==> config.mk <==
export PLATFORM = sky130hd
export DESIGN_NAME = alu_seq
export DESIGN_NICKNAME = d
export VERILOG_FILES = /design/src/rtl/alu_seq_pkg.sv /design/src/rtl/alu_seq_core.sv /design/src/rtl/alu_seq.sv
export SDC_FILE = /design/constraint.sdc
export NUM_CORES = 1
export LEC_CHECK = 0
export ABC_CLOCK_PERIOD_IN_PS = 5350
export BUFFER_PORTS_ARGS = -buffer_cell sky130_fd_sc_hd__buf_2
export CORE_ASPECT_RATIO = 2
export CORE_MARGIN = 2
export CORE_UTILIZATION = 25
export CTS_BUF_LIST = sky130_fd_sc_hd__clkbuf_4
export CTS_CLUSTER_DIAMETER = 40
export DETAILED_ROUTE_END_ITERATION = 10
export PLACE_DENSITY = 0.47
export SLEW_MARGIN = 20
export SYNTH_ARGS = -nofsm -noshare
export SYNTH_HDL_FRONTEND = slang
export SYNTH_SLANG_ARGS = --single-unit
==> constraint.sdc <==
create_clock -name clk -period 5.35 [get_ports clk]
set_input_delay 0 -clock clk [delete_from_list [all_inputs] [get_ports clk]]
set_output_delay 0 -clock clk [all_outputs]
set_load 0.1 [all_outputs]
==> src/rtl/alu_seq_pkg.sv <==
// alu_seq_pkg: shared opcodes, FSM states and flag bundle for the sequenced ALU.
//   op_e    : 3-bit opcode encoding (NAND/ADD/SUB keep the legacy ALU codes)
//   state_e : controller states
//   flags_t : packed {zero, carry, negative, overflow}
package alu_seq_pkg;

    typedef enum logic [2:0] {
        OP_NAND = 3'b000,
        OP_ADD  = 3'b001,
        OP_AND  = 3'b010,
        OP_SUB  = 3'b011,
        OP_OR   = 3'b100,
        OP_XOR  = 3'b101,
        OP_SHL  = 3'b110,
        OP_MUL  = 3'b111
    } op_e;

    typedef enum logic {
        S_IDLE = 1'b0,
        S_MUL  = 1'b1
    } state_e;

    typedef struct packed {
        logic zero;
        logic carry;
        logic negative;
        logic overflow;
    } flags_t;

    localparam flags_t FLAGS_RESET = '{zero: 1'b1, carry: 1'b0, negative: 1'b0, overflow: 1'b0};

endpackage

==> src/rtl/alu_seq_core.sv <==
// alu_core: combinational single-cycle operations and their flags.
//   op     : opcode (MUL is not handled here; yields 0)
//   a, b   : operands
//   result : op result, modulo 2^WIDTH
//   flags  : zero/carry/negative/overflow for result
module alu_core
    import alu_seq_pkg::*;
#(
    parameter int WIDTH = 4
) (
    input  logic [2:0]       op,
    input  logic [WIDTH-1:0] a,
    input  logic [WIDTH-1:0] b,
    output logic [WIDTH-1:0] result,
    output flags_t           flags
);

    logic             is_sub;
    logic [WIDTH-1:0] b_eff;
    logic [WIDTH:0]   sum;

    // ADD and SUB share one adder; SUB is A + ~B + 1, so carry-out means no borrow.
    always_comb begin
        is_sub = (op_e'(op) == OP_SUB);
        b_eff  = is_sub ? ~b : b;
        sum    = {1'b0, a} + {1'b0, b_eff} + {{WIDTH{1'b0}}, is_sub};
        result = '0;
        flags  = '0;
        case (op_e'(op))
            OP_NAND: result = ~(a & b);
            OP_AND:  result = a & b;
            OP_OR:   result = a | b;
            OP_XOR:  result = a ^ b;
            OP_ADD, OP_SUB: begin
                result         = sum[WIDTH-1:0];
                flags.carry    = sum[WIDTH];
                flags.overflow = (a[WIDTH-1] == b_eff[WIDTH-1]) && (sum[WIDTH-1] != a[WIDTH-1]);
            end
            OP_SHL: begin
                result      = {a[WIDTH-2:0], 1'b0};
                flags.carry = a[WIDTH-1];
            end
            default: result = '0;
        endcase
        flags.zero     = (result == '0);
        flags.negative = result[WIDTH-1];
    end

endmodule

==> src/rtl/alu_seq.sv <==
// alu_seq: registered ALU with valid/ready handshakes, accumulator operand
// path and a multi-cycle shift-add unsigned multiply.
//   clk, rst             : clock, async active-high reset
//   in_valid / in_ready  : request handshake (op, use_acc, a, b sampled on accept)
//   out_valid / out_ready: result handshake
//   result               : registered result, also the accumulator
//   zero/carry/negative/overflow : registered flags
//
// state  | meaning
// S_IDLE | accepts requests; single-cycle ops complete on the accept edge
// S_MUL  | shift-add multiply, one partial product per edge, WIDTH edges
module alu_seq
    import alu_seq_pkg::*;
#(
    parameter int WIDTH = 4
) (
    input  logic             clk,
    input  logic             rst,
    input  logic             in_valid,
    output logic             in_ready,
    input  logic [2:0]       op,
    input  logic             use_acc,
    input  logic [WIDTH-1:0] a,
    input  logic [WIDTH-1:0] b,
    output logic             out_valid,
    input  logic             out_ready,
    output logic [WIDTH-1:0] result,
    output logic             zero,
    output logic             carry,
    output logic             negative,
    output logic             overflow
);

    localparam int CW = $clog2(WIDTH + 1);
    localparam logic [CW-1:0] LAST_ITER = CW'(WIDTH - 1);

    state_e             state_q, state_d;
    logic               out_valid_q;
    logic [WIDTH-1:0]   result_q;
    flags_t             flags_q;
    logic [2*WIDTH-1:0] mcand_q, prod_q, prod_next;
    logic [WIDTH-1:0]   mplier_q;
    logic [CW-1:0]      iter_q;
    logic               accept, mul_done;
    logic [WIDTH-1:0]   opa, core_result;
    flags_t             core_flags, mul_flags;

    assign in_ready  = (state_q == S_IDLE) && (!out_valid_q || out_ready);
    assign accept    = in_valid && in_ready;
    // Accumulator reads the register as it stands this cycle, even if it is being drained.
    assign opa       = use_acc ? result_q : a;
    assign prod_next = prod_q + (mplier_q[0] ? mcand_q : '0);
    assign mul_done  = (state_q == S_MUL) && (iter_q == LAST_ITER);

    always_comb begin
        mul_flags          = '0;
        mul_flags.zero     = (prod_next[WIDTH-1:0] == '0);
        mul_flags.negative = prod_next[WIDTH-1];
        mul_flags.carry    = |prod_next[2*WIDTH-1:WIDTH];
    end

    alu_core #(.WIDTH(WIDTH)) u_core (
        .op     (op),
        .a      (opa),
        .b      (b),
        .result (core_result),
        .flags  (core_flags)
    );

    always_ff @(posedge clk or posedge rst) begin
        if (rst) state_q <= S_IDLE;
        else     state_q <= state_d;
    end

    always_comb begin
        state_d = state_q;
        case (state_q)
            S_IDLE:  if (accept && op_e'(op) == OP_MUL) state_d = S_MUL;
            S_MUL:   if (mul_done) state_d = S_IDLE;
            default: state_d = S_IDLE;
        endcase
    end

    always_ff @(posedge clk or posedge rst) begin
        if (rst) begin
            out_valid_q <= 1'b0;
            result_q    <= '0;
            flags_q     <= FLAGS_RESET;
            mcand_q     <= '0;
            prod_q      <= '0;
            mplier_q    <= '0;
            iter_q      <= '0;
        end else if (accept) begin
            if (op_e'(op) == OP_MUL) begin
                mcand_q     <= {{WIDTH{1'b0}}, opa};
                mplier_q    <= b;
                prod_q      <= '0;
                iter_q      <= '0;
                // Acceptance implies any pending result is drained this edge.
                out_valid_q <= 1'b0;
            end else begin
                result_q    <= core_result;
                flags_q     <= core_flags;
                out_valid_q <= 1'b1;
            end
        end else if (state_q == S_MUL) begin
            prod_q   <= prod_next;
            mcand_q  <= mcand_q << 1;
            mplier_q <= mplier_q >> 1;
            iter_q   <= iter_q + CW'(1);
            if (mul_done) begin
                result_q    <= prod_next[WIDTH-1:0];
                flags_q     <= mul_flags;
                out_valid_q <= 1'b1;
            end
        end else if (out_ready) begin
            out_valid_q <= 1'b0;
        end
    end

    assign out_valid = out_valid_q;
    assign result    = result_q;
    assign zero      = flags_q.zero;
    assign carry     = flags_q.carry;
    assign negative  = flags_q.negative;
    assign overflow  = flags_q.overflow;

endmodule

==> results.ini, run 1 <==
[drt]
highest_layer=met4
wl_um=6390
drc=0
routed_via_density=5.18
met3_length_um=109
firstDrtPassIters=6
wire_per_inst_um=17.3
via_count=1913
drt_iter0_drc=60
ant_nets=0
drt-met1-wl_um=2240
met2_length_um=3820

[placed_design]
dp_hpwl_um=4980
place_ws_ns=2.66
globalplace.congestion=0.829
placed_cell_area_um2=2500
io_buffers=25

[clock_network]
ctsHoldBuffers=3
clk_latency_ns=0.35
root_buffer=clkbuf_4
htree_levels=2
clk_path_buf_depth=2
cts-resized-gates=0
cts_post_setup_buffers_inserted=0
cts_buffers=5
cts.sinks=32
cts_tree=done
clk_pin_slew_ns=0.11

[cells_and_area]
final_area_um2=2580
drive_gt1_share_pct=15.4
syn_to_final_growth_pct=12.4
post-route-util_pct=28.9
layout.nets=304

[yosys]
ys.flop_type=dfrtp_1
synth_compound_area_share_pct=22.3
syn_nets=280
synth_top_family_by_area=compound AO/OA/AOI/OAI gates
yosysTopAreaCell=dfrtp_1
synth_cell_types=52
synth_xor_area_share_pct=5.72
yosys_warnings=0
netlist_area_um2=2300
synth_mux_area_share_pct=5.07
synthTopCellsByArea=dfrtp_1 (34%), ha_1 (11%), a22o_1 (4.6%)
synthAdderAreaFrac_pct=12.6
synth_top_area_share_pct=33.8
yosys.area_share.simple_pct=14.0
synthArstFlopShare_pct=100
synth-seq-area-share_pct=34.9
netlist_instances=242
ys_seq_elements=32
syn_avg_cell_area_um2=9.49
synth-edff-count=0

[worst_setup_path]
crit_chain=mux2i_1 > inv_1 > ha_1 > o21ai_0 > a211oi_1 > o41ai_1 > a31oi_1
crit_arrival_ns=2.67
cp_max_fo=4
crit_type=flip-flop to flip-flop
slowest_stage=mux2i_1
path_buf_inv=1
critical_path_required_ns=5.58
end_kind=flip-flop
critPathTopFamily=compound AO/OA/AOI/OAI gates
critPathLaunchType=flip-flop
max_stage_delay_ns=0.62

[sta]
worst_pin_slew_ns=0.750
final-setup-viol-count=0
grt_setup_unrepaired=false
hold_ws_ns=0.0270
clock_skew_ns=0.0123
min_period_over_period_pct=45.6
relSlewSlack_pct=48.5
maxSlewViolCount=0
fin_setup_tns_ns=0
hold_viol=0
fin_ws_ns=2.91
max_freq_mhz=410
period_needed_ns=2.44

[outcome]
outcome=complete, no violations

[floorplanning]
core_um2=8950
design.die.area_um2=10000
ios=26
row_count=49
die_x_um=71.8
die_h_um=140
initial_core_util_pct=25.7

[global_routing]
grt_overflow=0
grt_max_degree=33
track_usage_pct=13.9
grt_antenna_before_repair=1
grt_pass1_wl_um=10500
grt_pass1_vias=2024

[power_and_ir_drop]
leakagePower_nw=1.26
irDropWorstVdd_uv=200
p_per_area_nw_per_um2=494

[flow_run]
maxCapViolations=0

[worst_hold_path]
hold_class=input pin to flip-flop

[metrics by stage]
stage	total power, mW	std cells
after floorplan	0.991	242
after global placement	1.15	358
after detailed placement	1.16	358
after CTS	1.29	368
after global routing	1.38	369
final	1.28	369
[cells by family (layout without fill, tap and decap cells)]
group | Yosys count | after routing
adder cells (fa/ha/maj) | 22 | 22
AO/OA/AOI/OAI | 72 | 72
buffers and inverters | 29 | 53
other | 0 | 1
AND/OR/NAND/NOR | 63 | 63
multiplexers | 9 | 9
flip-flops | 32 | 32
XOR/XNOR | 15 | 15
[tightest hold or removal path, cell delays in order]
cell and delay (ns):
buf_2 0.14, mux2i_1 0.12, o21ai_0 0.08
[registers in the layout (all words and copies together) (netlist names)]
name	flops
out_valid	1
mplier_q	4
state_q	1
prod_q	8
result	3
iter_q	3
overflow	1
negative	1
zero	1
mcand_q	8
carry	1
[area by class of cell]
type,instances,area (µm²)
multi-input combinational,181,1380
inverter,16,60.1
antenna,1,2.50
sequential,32,802
clock buffer,5,37.5
tap,102,128
fill,961,6370
clock inverter,2,7.51
timing repair buffer,30,170
[per-layer routing]
metal  track usage [%]  up-vias
li1                  -      926
met2              27.1       30
met4              7.55        0
met1              13.5      947
met3              1.59       10
met5                 0        -
[cell usage in the layout, fill, tap and decap left out, types with 2 or more instances in the layout]
cell type      Yosys  routed
dfrtp_1           31      31
buf_2              0      25
nand2_1           20      20
ha_1              20      20
o21ai_0           17      17
inv_1             15      15
a22o_1            12      12
nor2_1            11      11
a21oi_1           11      10
xnor2_1            9       9
and2_1             8       8
xor2_1             6       6
mux2i_1            6       6
a211oi_1           5       5
nand2b_1           5       5
o31ai_1            5       5
clkbuf_4           0       5
nor2b_1            3       3
and3_1             3       3
nor3_1             3       3
a21o_1             3       3
nand3_1            3       3
a2111o_1           3       3
dlygate4sd3_1      0       3
a31oi_1            2       2
a32o_1             2       2
fa_1               2       2
clkinv_1           0       2
buf_4              2       2
[where the power goes]
part	switching, mW	internal (mW)
Combinational	0.499	0.218
Sequential	0.0886	0.338
Clock	0.0855	0.0458
Total	0.674	0.602
[cell usage after synthesis (all sizes together), types with 2 or more instances]
cell    count
a2111o      3
a211oi      5
a21o        3
a21oi      11
a22o       12
a31o        2
a31oi       2
a32o        2
and2        8
and3        3
buf         5
clkbuf      8
dfrtp      31
fa          2
ha         20
inv        16
mux2i       7
nand2      20
nand2b      5
nand3       4
nor2       11
nor2b       3
nor3        3
o21ai      17
o31ai       5
xnor2       9
xor2        6
[worst paths after layout]
path | startpoint | end | slack (ns) | depth (start not counted)
hold / removal | b[1] | mplier_q[1]$_DFFE_PP0P_ | 0.03 | 3
setup reg to reg | negative$_DFFE_PP0P_ | carry$_DFFE_PP0P_ | 2.91 | 7
max in group asynchronous | rst | zero$_DFFE_PP1P_ | 4.73 | 4
min in group asynchronous | rst | iter_q[2]$_DFFE_PP0P_ | 0.26 | 4
hold reg to reg | mplier_q[1]$_DFFE_PP0P_ | mplier_q[1]$_DFFE_PP0P_ | 0.49 | 2
setup / recovery | negative$_DFFE_PP0P_ | carry$_DFFE_PP0P_ | 2.91 | 7
Note: power is estimated with default switching activity, not from simulation.
==> run 2, diff against run 1 <==
--- a/config.mk
+++ b/config.mk
@@ -5,7 +5,7 @@
 export SDC_FILE = /design/constraint.sdc
 export NUM_CORES = 1
 export LEC_CHECK = 0
-export ABC_CLOCK_PERIOD_IN_PS = 5350
+export ABC_CLOCK_PERIOD_IN_PS = 2500
 export BUFFER_PORTS_ARGS = -buffer_cell sky130_fd_sc_hd__buf_2
 export CORE_ASPECT_RATIO = 2
 export CORE_MARGIN = 2
==> constraint.sdc (replaced) <==
create_clock -name clk -period 2.5 [get_ports clk]
set_input_delay 0 -clock clk [delete_from_list [all_inputs] [get_ports clk]]
set_output_delay 0 -clock clk [all_outputs]
set_load 0.1 [all_outputs]
==> results.ini, run 2 (synthesis gave the netlist of run 1 again) <==
[outcome]
outcome=complete, no violations

[sta]
final-setup-viol-count=0
clock_skew_ns=0.0143
worst_pin_slew_ns=0.968
fin_setup_tns_ns=0
grt_setup_unrepaired=false
min_period_over_period_pct=92.8
fin_ws_ns=0.181
maxSlewViolCount=0
hold_viol=0
relSlewSlack_pct=35.4
max_freq_mhz=431
period_needed_ns=2.32

[power_and_ir_drop]
leakagePower_nw=1.31
p_per_area_nw_per_um2=1050
irDropWorstVdd_uv=384
p_total_mw=2.81

[clock_network]
cts_buffers=5
cts_tree=done
htree_levels=2
clk_pin_slew_ns=0.11
cts.sinks=32
clk_path_buf_depth=2
clk_latency_ns=0.35
root_buffer=clkbuf_4

[worst_hold_path]
hold_class=input pin to flip-flop

[drt]
ant_nets=0
routed_via_density=5.18
via_count=1973
drc=0
drt_iter0_drc=50
wl_um=6510
wire_per_inst_um=17.1
firstDrtPassIters=4

[floorplanning]
core_um2=8950
design.die.area_um2=10000
ios=26
die_x_um=71.8
die_h_um=140
initial_core_util_pct=25.7
row_count=49

[flow_run]
maxCapViolations=0

[worst_setup_path]
max_stage_delay_ns=0.46
critPathLaunchType=flip-flop
slowest_stage=dfrtp_1
crit_arrival_ns=2.53
end_kind=flip-flop
crit_chain=and2_1 > ha_1 > fa_1 > a211oi_1 > o21bai_1 > a21oi_1 > xor2_1 > a31oi_1
cp_max_fo=9
critical_path_required_ns=2.71
crit_type=flip-flop to flip-flop

[global_routing]
grt_pass1_vias=2079
grt_pass1_wl_um=10600
grtUsageMet1_pct=12.9
grt_overflow=0
grt.busiest_layer=met2
use_met3_pct=1.81
track_usage_pct=14.0
use_met2_pct=27.3
grt_antenna_before_repair=1
grt_max_degree=30

[placed_design]
io_buffers=25
dp_hpwl_um=5190
place_ws_ns=0.123
placed_cell_area_um2=2590
globalplace.congestion=0.838

[cells_and_area]
top_regs=mcand_q: 8 flops, prod_q: 8 flops, mplier_q: 4 flops
layout.nets=315
syn_to_final_growth_pct=16.9
mostFrequentLayoutCells=dfrtp_1 (28), buf_2 (25), nand2_1 (20), ha_1 (20), o21ai_0 (17)
final_area_um2=2690
drive_gt1_share_pct=20.9
final_common_cell=dfrtp_1
post-route-util_pct=30.0

[run 2: cell count changes in the layout (fill, tap and decap cells not counted)]
cell and change:
o31ai_1 -1, mux2i_2 +1, o31ai_2 +1, clkbuf_4 +1, dfrtp_1 -3, mux2i_1 -1
buf_4 +11, dfrtp_2 +3
[run 2: cell type report]
type                       instances  area [µm²]
antenna                            1        2.50
tap                              102         128
clock inverter                     2        7.51
inverter                          16        60.1
sequential                        32         806
fill                             953        6270
multi-input combinational        181        1380
timing repair buffer              41         253
clock buffer                       6        45.0
[run 2: final timing paths]
kind | startpoint | endpoint | slack (ns) | cells past startpoint
worst min-delay path | b[1] | mplier_q[1]$_DFFE_PP0P_ | 0.02 | 3
min in group asynchronous | rst | overflow$_DFFE_PP0P_ | 0.39 | 3
worst min register to register | mplier_q[2]$_DFFE_PP0P_ | mplier_q[2]$_DFFE_PP0P_ | 0.50 | 2
worst max register to register | mplier_q[0]$_DFFE_PP0P_ | carry$_DFFE_PP0P_ | 0.18 | 8
max in group asynchronous | rst | prod_q[5]$_DFFE_PP0P_ | 1.40 | 4
worst max-delay path | mplier_q[0]$_DFFE_PP0P_ | carry$_DFFE_PP0P_ | 0.18 | 8
[run 2: critical path: cells and delay by family (launching register included)]
kind                       cells  cell delay (ns)
AOI/OAI and AO/OA              4             0.66
xor gates and xnor gates       1             0.23
adders and majority gates      2             0.63
DFF                            1             0.46
and+or+nand+nor                1             0.19
[run 2: layer usage]
layer / vias to the layer above / wire, µm
li1: 944 / -
met1: 963 / 2280
met2: 49 / 3760
met3: 17 / 154
met4: 0 / 312
met5: - / 0
[run 2: what timing repair did]
item,CTS,global route
resized for setup,0,2
endpoints found under the setup margin,0,3
setup buffers,0,0
hold buffers,3,0
endpoints found under the hold margin,24,0
[run 2: per-stage QoR]
step,hold slack (ns),cells
after CTS,0.0133,380
after global placement,0.262,369
after floorplan,0.115,242
after detailed placement,0.281,369
after global routing,0.0695,381
final,0.0217,381
[run 2: where the power goes]
group	total (mW)	internal (mW)	leakage, nW	switching, mW
registers	0.888	0.728	0.411	0.160
logic	1.62	0.505	0.864	1.12
clock network	0.302	0.115	0.0307	0.187
==> run 3, diff against run 2 <==
--- a/config.mk
+++ b/config.mk
@@ -10,10 +10,11 @@
 export CORE_ASPECT_RATIO = 2
 export CORE_MARGIN = 2
 export CORE_UTILIZATION = 25
-export CTS_BUF_LIST = sky130_fd_sc_hd__clkbuf_4
+export CTS_BUF_LIST = sky130_fd_sc_hd__clkbuf_8 sky130_fd_sc_hd__clkbuf_16
 export CTS_CLUSTER_DIAMETER = 40
 export DETAILED_ROUTE_END_ITERATION = 10
 export PLACE_DENSITY = 0.47
+export SKIP_CTS_REPAIR_TIMING = 1
 export SLEW_MARGIN = 20
 export SYNTH_ARGS = -nofsm -noshare
 export SYNTH_HDL_FRONTEND = slang
==> results.ini, run 3 (synthesis gave the netlist of run 1 again) <==
[drt]
drc=0
drt-met1-wl_um=2260
drt_iter0_drc=65
met2_length_um=3610
highest_layer=met4
via_count=1930
routed_via_density=5.12
wl_um=6490
met3_length_um=161
ant_nets=0
wire_per_inst_um=17.2
firstDrtPassIters=4

[sta]
hold_viol=22
maxSlewViolCount=0
fin_setup_tns_ns=0
hold_ws_ns=-0.0611
relSlewSlack_pct=35.2
final-setup-viol-count=0
worst_pin_slew_ns=0.971
grt_setup_unrepaired=false
min_period_over_period_pct=91.1
clock_skew_ns=0.00501
period_needed_ns=2.28
max_freq_mhz=439

[worst_setup_path]
crit_start=mplier_q[0]$_DFFE_PP0P_
reg2reg_to=carry$_DFFE_PP0P_
r2r_slack_ns=0.22
crit_arrival_ns=2.42
r2r_cells=8
end_kind=flip-flop
cp-endpoint=carry$_DFFE_PP0P_
timing.rr.start=mplier_q[0]$_DFFE_PP0P_
crit_type=flip-flop to flip-flop
critical_path_required_ns=2.64
cp_max_fo=9
critPathLaunchType=flip-flop

[clock_network]
cts.sinks=32
htree_levels=2
clk_pin_slew_ns=0.05
cts_tree=done
root_buffer=clkbuf_16
clk_path_buf_depth=2
cts_buffers=5
clk_latency_ns=0.28

[placed_design]
globalplace.congestion=0.838
io_buffers=25
placed_cell_area_um2=2590
dp_hpwl_um=5190
dp_cells=369

[flow_run]
maxCapViolations=0

[cells_and_area]
top_regs=mcand_q: 8 flops, prod_q: 8 flops, mplier_q: 4 flops
final_area_um2=2760
final_cells=377
layout.nets=312
final_common_cell=dfrtp_1
drive_gt1_share_pct=21.5
mostFrequentLayoutCells=dfrtp_1 (28), buf_2 (25), nand2_1 (20), ha_1 (20), o21ai_0 (17)
syn_to_final_growth_pct=20.0
fillers=947
diodes=0

[floorplanning]
die_h_um=140
die_x_um=71.8
core_um2=8950
ios=26
design.die.area_um2=10000
initial_core_util_pct=25.7
row_count=49

[outcome]
violations=hold timing
outcome=complete, but fails checks

[global_routing]
grt_pass1_wl_um=10600
track_usage_pct=14.0
grt_overflow=0
grt_antenna_before_repair=0
grt_pass1_vias=2086
grt_max_degree=30

[power_and_ir_drop]
leakagePower_nw=1.34
irDropWorstVdd_uv=386
p_per_area_nw_per_um2=1140

[worst_hold_path]
hold_class=input pin to async pin

run 3: changes by cell type in the layout (fill, tap and decap cells not counted):
cell           previous run  this run
clkbuf_4                  6         0
clkbuf_16                 0         5
dlygate4sd3_1             3         0
clkinv_1                  2         0
diode_2                   1         0
clkbuf_8                  0         2
inv_1                    15        16
run 3: worst min-delay path by stage:
stage               start                     to  slack [ns]  cells after the start
finish                rst   overflow$_DFFE_PP0P_       -0.06                      2
global route          rst  out_valid$_DFFE_PP0P_        0.03                      2
CTS                   rst   overflow$_DFFE_PP0P_       -0.02                      2
detailed placement    rst  iter_q[1]$_DFFE_PP0P_        0.28                      2
global placement      rst   overflow$_DFFE_PP0P_        0.26                      2
floorplan             rst      carry$_DFFE_PP0P_        0.12                      1
run 3: final cells by class:
type	count	area, µm²	share of cell area (%)
Timing Repair Buffer	38	223	8.08
Clock buffer	7	153	5.54
Clock inverter	1	3.75	0.136
Inverter	16	60.1	2.18
Multi-Input combinational cell	181	1380	50.2
Tap cell	102	128	4.63
Sequential cell	32	806	29.2
run 3: report_power, final:
group          switching (mW)  internal (mW)  leakage [nW]  total, mW
Clock                   0.215          0.419        0.0813      0.635
Combinational            1.12          0.502         0.852       1.62
Sequential              0.158          0.731         0.411      0.889
Total                    1.49           1.65          1.34       3.15
run 3: worst max-delay path, stage by stage (launching register included):
cell      delay (ns)
dfrtp_1         0.44
and2_1          0.19
ha_1            0.20
fa_1            0.43
a211oi_1        0.22
o21bai_1        0.13
a21oi_1         0.21
xor2_1          0.21
a31oi_1         0.10
run 3: per-layer routing:
layer	GRT usage, %	up-vias
met2	26.3	49
li1	-	937
met3	1.96	25
met4	10.7	0
met5	0	-
met1	12.9	919
run 3: stage by stage:
step | power (mW) | hold slack (ns) | util, % | worst slack [ns]
global placement | 2.52 | 0.262 | 28.9 | 0.0909
floorplan | 2.12 | 0.115 | - | 0.0530
detailed placement | 2.53 | 0.281 | 28.9 | 0.123
global route | 3.36 | 0.0340 | 30.8 | 0.0772
CTS | 3.18 | -0.0219 | 30.7 | 0.0946
finish | 3.15 | -0.0611 | 30.8 | 0.223
